<file path="src/rtl/mul_ctrl.sv">
// mul_ctrl: sequencer for a repeated-addition multiplier datapath.
// Captures A and B from the shared bus and drives the A-register load and the
// product-register clear/load strobes. B is kept in a down-counter, and one
// add strobe is issued for each unit of B.
module mul_ctrl #(
    parameter int W = 16
) (
    input  logic         clk,
    input  logic         clr,
    input  logic         start,
    input  logic [W-1:0] din,
    output logic         ldA,
    output logic         clrP,
    output logic         ldP,
    output logic         busy,
    output logic         done,
    output logic [W-1:0] cnt
);

    typedef enum logic [2:0] {
        IDLE   = 3'd0,
        LOAD_A = 3'd1,
        LOAD_B = 3'd2,
        ADD    = 3'd3,
        DONE   = 3'd4
    } state_t;

    state_t state;

    // Moore output decode. It returns {ldA, clrP, ldP, busy, done} for the
    // state being entered. The outputs are registered together with the state,
    // so they always match the current state and never see din or start.
    function automatic logic [4:0] decode(input state_t s);
        logic [4:0] o;
        o = 5'b00000;
        case (s)
            IDLE:    o = 5'b00000;
            LOAD_A:  o = 5'b10010;
            LOAD_B:  o = 5'b01010;
            ADD:     o = 5'b00110;
            DONE:    o = 5'b00011;
            default: o = 5'b00000;
        endcase
        return o;
    endfunction

    // Single-process FSM: state, counter and registered strobes.
    // The counter is only written in LOAD_B and ADD, so it holds elsewhere.
    always_ff @(posedge clk or posedge clr) begin
        if (clr) begin
            state <= IDLE;
            cnt   <= '0;
            ldA   <= 1'b0;
            clrP  <= 1'b0;
            ldP   <= 1'b0;
            busy  <= 1'b0;
            done  <= 1'b0;
        end else begin
            case (state)
                IDLE: begin
                    if (start) begin
                        state <= LOAD_A;
                        {ldA, clrP, ldP, busy, done} <= decode(LOAD_A);
                    end else begin
                        state <= IDLE;
                        {ldA, clrP, ldP, busy, done} <= decode(IDLE);
                    end
                end
                LOAD_A: begin
                    state <= LOAD_B;
                    {ldA, clrP, ldP, busy, done} <= decode(LOAD_B);
                end
                LOAD_B: begin
                    cnt <= din;
                    if (din == '0) begin
                        state <= DONE;
                        {ldA, clrP, ldP, busy, done} <= decode(DONE);
                    end else begin
                        state <= ADD;
                        {ldA, clrP, ldP, busy, done} <= decode(ADD);
                    end
                end
                ADD: begin
                    // Guard against underflow. An ADD state with cnt==0 is
                    // unreachable in normal operation, but it exits cleanly.
                    if (cnt != '0) begin
                        cnt <= cnt - 1'b1;
                    end
                    if (cnt <= {{(W-1){1'b0}}, 1'b1}) begin
                        state <= DONE;
                        {ldA, clrP, ldP, busy, done} <= decode(DONE);
                    end else begin
                        state <= ADD;
                        {ldA, clrP, ldP, busy, done} <= decode(ADD);
                    end
                end
                DONE: begin
                    state <= IDLE;
                    {ldA, clrP, ldP, busy, done} <= decode(IDLE);
                end
                default: begin
                    state <= IDLE;
                    {ldA, clrP, ldP, busy, done} <= decode(IDLE);
                end
            endcase
        end
    end

endmodule

</file>
<file path="config.mk">
export PLATFORM = sky130hd
export DESIGN_NAME = mul_ctrl
export DESIGN_NICKNAME = d
export VERILOG_FILES = /design/src/rtl/mul_ctrl.sv
export SDC_FILE = /design/constraint.sdc
export NUM_CORES = 1
export LEC_CHECK = 0
export ABC_CLOCK_PERIOD_IN_PS = 2100
export CORE_MARGIN = 5
export CORE_UTILIZATION = 40
export CTS_CLUSTER_SIZE = 8
export DETAILED_ROUTE_END_ITERATION = 12
export PLACE_DENSITY = 0.69
export SETUP_SLACK_MARGIN = 0.1
export SYNTH_ARGS = -nofsm -noshare
export SYNTH_HDL_FRONTEND = slang
export SYNTH_SLANG_ARGS = --single-unit
export TNS_END_PERCENT = 30
</file>
<file path="constraint.sdc">
create_clock -name clk -period 2.1 [get_ports clk]
set_input_delay 0.42 -clock clk [delete_from_list [all_inputs] [get_ports clk]]
set_output_delay 0.42 -clock clk [all_outputs]
set_load 0.1 [all_outputs]
</file>
# == Yosys cells after proc, flatten, opt, wreduce, memory -nomap -nowiden ==
# Cells that the tools add are included.
# classes
addsub,1
n_lt_le_gt_ge,1
eq_ne,4
muxes,16
reduce_logical,6
# op_table
cell,count
16-bit case mux with 2 select lines,1
16-bit by 1-bit <= comparator with 1-bit output (second input constant),1
16-bit logical NOT,1
16-bit two-way mux,1
16-bit nonzero test,1
16-bit by 1-bit subtractor with 16-bit output (second input constant),1
3-bit case mux with 4 select lines,1
1-bit two-way mux,8
3-bit by 2-bit equality test with 1-bit output (second input constant),2
3-bit two-way mux,2
1-bit case mux with 2 select lines,3
3-bit by 1-bit equality test with 1-bit output (second input constant),1
3-bit logical NOT,1
3-bit OR reduction,1
2-bit inequality test (second input constant),1
2-bit AND reduction,1
2-bit nonzero test,1
# word_totals
ff_bits,24
input_bits,19
output_inout_bits,21
elab_cells,35

# == Depth between registers and ports, before layout ==
# logic_depth
ltp_word,3
mapped_depth,7
mapped_depth_nobuf,6

# == Worst setup path before layout ==
# No wires, ideal clock.
# synth_timing
path_kind,register to register
startpoint,reg cnt[0]
endpoint,reg cnt[4]
setup_time_ns,0.126
arrival_ns,2.373
required_time_ns,1.974
setup_slack_ns,-0.398
path_stages_with_launch,8
n_path_buf,1
period_less_slack_ns,2.498
path_cell_list,dfrtp_1 -> inv_1 -> ha_1 -> or4bb_1 -> and4bb_1 -> or2_2 -> buf_4 -> o22a_1
# synth_between
elab_chain_len,3
elab_cells_between_ends,6
cone_classes,add/sub (1); eq/ne (1); mux (2); reduce/logical (2)
# synth_lines
item,line_no,rtl
from (decl),17,output logic [W-1:0] cnt
from (signal assigned),74,cnt <= din;
from (signal assigned),87,cnt <= cnt - 1'b1;
16-bit by 1-bit subtractor with 16-bit output / 16-bit nonzero test (equally long branches),"87, 86",
16-bit two-way mux / 2-bit inequality test (equally long branches),-,
16-bit case mux with 2 select lines / 2-bit AND reduction (equally long branches),-,
# Several ways; a longest one is shown, not always the timed one. The select of a mux whose other input is x is not followed.
# A chain may end at the register's enable or synchronous reset.

# == Worst setup path in the final report ==
# layout_timing
startpoint,reg cnt[11]
endpoint,reg cnt[0]
# layout_between
elab_chain_len,3
# layout_lines
item,line_no,rtl
16-bit nonzero test,86,if (cnt != '0) begin
2-bit inequality test (no line),-,
2-bit AND reduction (no line),-,
# No other way between the ends.

==> impl_metrics.json <==
{
  "ant_nets": 0,
  "grt_antenna_before_repair": 0,
  "insertion_delay_ps": 270,
  "num_rows": 22,
  "detail_route.first_pass.iterations": 4,
  "drive_above_1_share_pct": 33.0,
  "drt-total-wl_um": 4480,
  "fillerInstances": 339,
  "synthCells": 163,
  "synth-edff-count": 0,
  "p_leak_nw": 0.839,
  "grtUsageTotal_pct": 17.8,
  "grt_pass1_wl_um": 7260,
  "layout.nets": 232,
  "synth_cell_types": 45,
  "setup_violations": 0,
  "ys_warn_count": 0,
  "cts_sinks": 24,
  "routabilityCongestion": 0.889,
  "worst-setup-path-type": "reg2reg",
  "die_area_sq_um": 5020,
  "die_h_um": 70.9,
  "crit_required_ps": 2250,
  "period_needed_ps": 2030,
  "grt_pass1_vias": 1485,
  "pwr-share-comb_pct": 41.1,
  "powerDensity_nw_per_um2": 877,
  "avgSynthCellArea_sq_um": 9.10,
  "cts_max_level": 1,
  "ys.flop_type": "dfrtp_1",
  "initial_core_util_pct": 40.8,
  "rsz0062_at_grt": "yes",
  "status": "complete, no violations",
  "clock_skew_ps": 7.71,
  "crit_fanout": 7,
  "path_buf_inv": 1,
  "root_buffer": "clkbuf_8",
  "p_int_w": 0.000976,
  "switching_share_pct": 46.5,
  "drc": 0,
  "power_frac_clock_pct": 22.6,
  "vias": 1478,
  "coreArea_sq_um": 3630,
  "worst_slew_pin_slew_ps": 453,
  "finalCritPeriodShare_pct": 96.8,
  "cts.path.max_buffers": 2,
  "p_sw_w": 0.000850,
  "netlist_area_sq_um": 1480,
  "cts_tree": "built",
  "dp_hpwl_um": 3180,
  "yosysSeqAreaShare_pct": 40.5,
  "max_freq_ghz": 0.492,
  "start_kind": "flip-flop",
  "max_slew_margin_pct": 69.5,
  "final_core_util_pct": 57.3,
  "crit_path_cell_trace": "or4_4, and4bb_2, buf_6, nor3_2, a211o_1",
  "ioPinCount": 40,
  "first_iter_violations": 120,
  "finalSetupTns_ps": 0,
  "crit_family": "simple AND/OR/NAND/NOR gates",
  "avgViaCountPerCell": 5.75,
  "placedInstanceArea_sq_um": 1950,
  "grt_max_degree": 27,
  "diodes": 0,
  "min_path_type": "in2async",
  "p_seq_share_pct": 36.3,
  "routedWlPerCell_um": 17.4,
  "arrival_ps": 2180,
  "maxSlewViolCount": 0,
  "clk_pin_slew_ps": 90,
  "io_buffers": 39,
  "peakVddDrop_mv": 0.291,
  "final-hold-violation-count": 0,
  "crit_path_max_incr_delay_ps": 560,
  "async_reset_ff_share_pct": 100,
  "power_w": 0.00183,
  "die_w_um": 70.9,
  "cts_buffers": 3,
  "stdcell_area_sq_um": 2080,
  "synth_seq_cells": 24,
  "crit_slowest_cell": "or4_4",
  "cap_violations": 0,
  "syn_to_final_growth_pct": 40.3,
  "syn_nets": 185,
  "ctsHoldBuffers": 0,
  "gr-total-overflow": 0,
  "cp-end-kind": "flip-flop"
}
[power groups by stage]
stage	combinational [W]	sequential (W)	clock [W]
4_1_cts	0.000750	0.000661	0.000419
5_1_grt	0.000785	0.000678	0.000433
3_5_place_dp	0.000749	0.000670	0
6_report	0.000750	0.000664	0.000412
3_3_place_gp	0.000747	0.000667	0
2_1_floorplan	0.000135	0.00108	0
[layer usage]
metal / up-vias / track usage (%) / part of all wire (%)
met2: 53 / 29.4 / 48
li1: 719 / - / -
met5: - / 0 / 0
met4: 0 / 4.59 / 0.96
met3: 4 / 2.84 / 5.3
met1: 702 / 24.5 / 45
[state kept, by name (all words and copies together), names as in the netlist]
| signal | flops |
|---|---|
| done | 1 |
| ldP | 1 |
| busy | 1 |
| cnt | 16 |
| state | 3 |
| clrP | 1 |
| ldA | 1 |
[cell usage after synthesis (2+ instances only)]
cell       number  area share (%)
inv_1           9             2.3
a2bb2oi_1       2             1.2
nor3_1         13             4.4
o21a_1          2             1.0
a21oi_1         3             1.0
nand3_1         4             1.4
nor2_1         16             4.1
nand2_1        10             2.5
a211oi_1        2             1.0
o22ai_1         4             1.7
clkbuf_1        6             1.5
nor4_1          7             3.0
or3_1           3             1.3
o31ai_1         5             2.5
a22oi_1         2             1.0
nand2b_1        2            0.84
o31a_1          5             3.0
ha_1            3             2.5
buf_4           2             1.0
o21ba_2         2             1.4
a31oi_1         2            0.84
dfrtp_1        24              41
o21ai_0         8             2.7
o22a_1          5             3.0
nand4_1         2            0.84
[worst paths after layout]
path	from	end	slack [ps]	cells after the start
hold reg to reg	state[2]	busy	500	1
setup reg to reg	cnt[11]	cnt[0]	70	5
setup / recovery	cnt[11]	cnt[0]	70	5
min in group clk	state[2]	busy	500	1
max in group asynchronous	clr	cnt[1]	1330	3
hold / removal	clr	cnt[7]	490	3
[cell type report]
class,instances,area (sq um),share of cell area (%)
Clock buffer,3,41.3,1.98
Clock inverter,1,30.0,1.44
Inverter,9,38.8,1.86
Multi-Input combinational cell,120,826,39.7
Sequential cell,24,633,30.4
Tap cell,48,60.1,2.89
Timing Repair Buffer,52,452,21.7
[tightest hold or removal path: stages]
cell	delay (ps)
clkdlybuf4s50_1	400
inv_1	50
buf_4	300
[kinds of logic after synthesis]
kind of cell | count (synthesis) | synth area share (%)
multiplexers | 2 | 1.43
AO/OA/AOI/OAI | 48 | 23.9
adder cells (fa/ha/maj) | 3 | 2.53
AND/OR/NAND/NOR | 67 | 25.7
flip-flops | 24 | 40.5
buffers and inverters | 19 | 5.91
[cell usage in the layout (no fill, tap or decap), types with 2 or more instances in the layout]
cell,instances
nor2_1,15
o22ai_1,4
ha_1,2
nor3_1,12
inv_1,7
a2bb2oi_1,2
o21ai_0,8
o21a_1,2
o31a_1,5
o22a_1,5
nor4_1,7
nand2b_1,2
a211oi_1,2
dfrtp_4,5
o31ai_1,5
dfrtp_1,8
dfrtp_2,11
a21oi_1,3
or3_1,3
nand3_1,4
nand2_1,10
inv_4,2
a31oi_1,2
buf_4,32
nand4_1,2
o21ba_2,2
clkbuf_8,3
a22oi_1,2
clkdlybuf4s50_1,18
[per-stage QoR]
step,hold slack (ps),cells,setup WS [ps]
after global placement,487,251,21.8
after floorplan,434,163,20.9
final,488,257,67.3
after global routing,519,257,22.2
after CTS,497,255,53.7
after detailed placement,483,251,-30.5
[timing repair]
item	4_1_cts	5_1_grt
pin swaps	0	2
endpoints found under the setup margin	3	5
resized for setup	1	10
setup buffers	0	2
(Power assumes the default switching activity.)
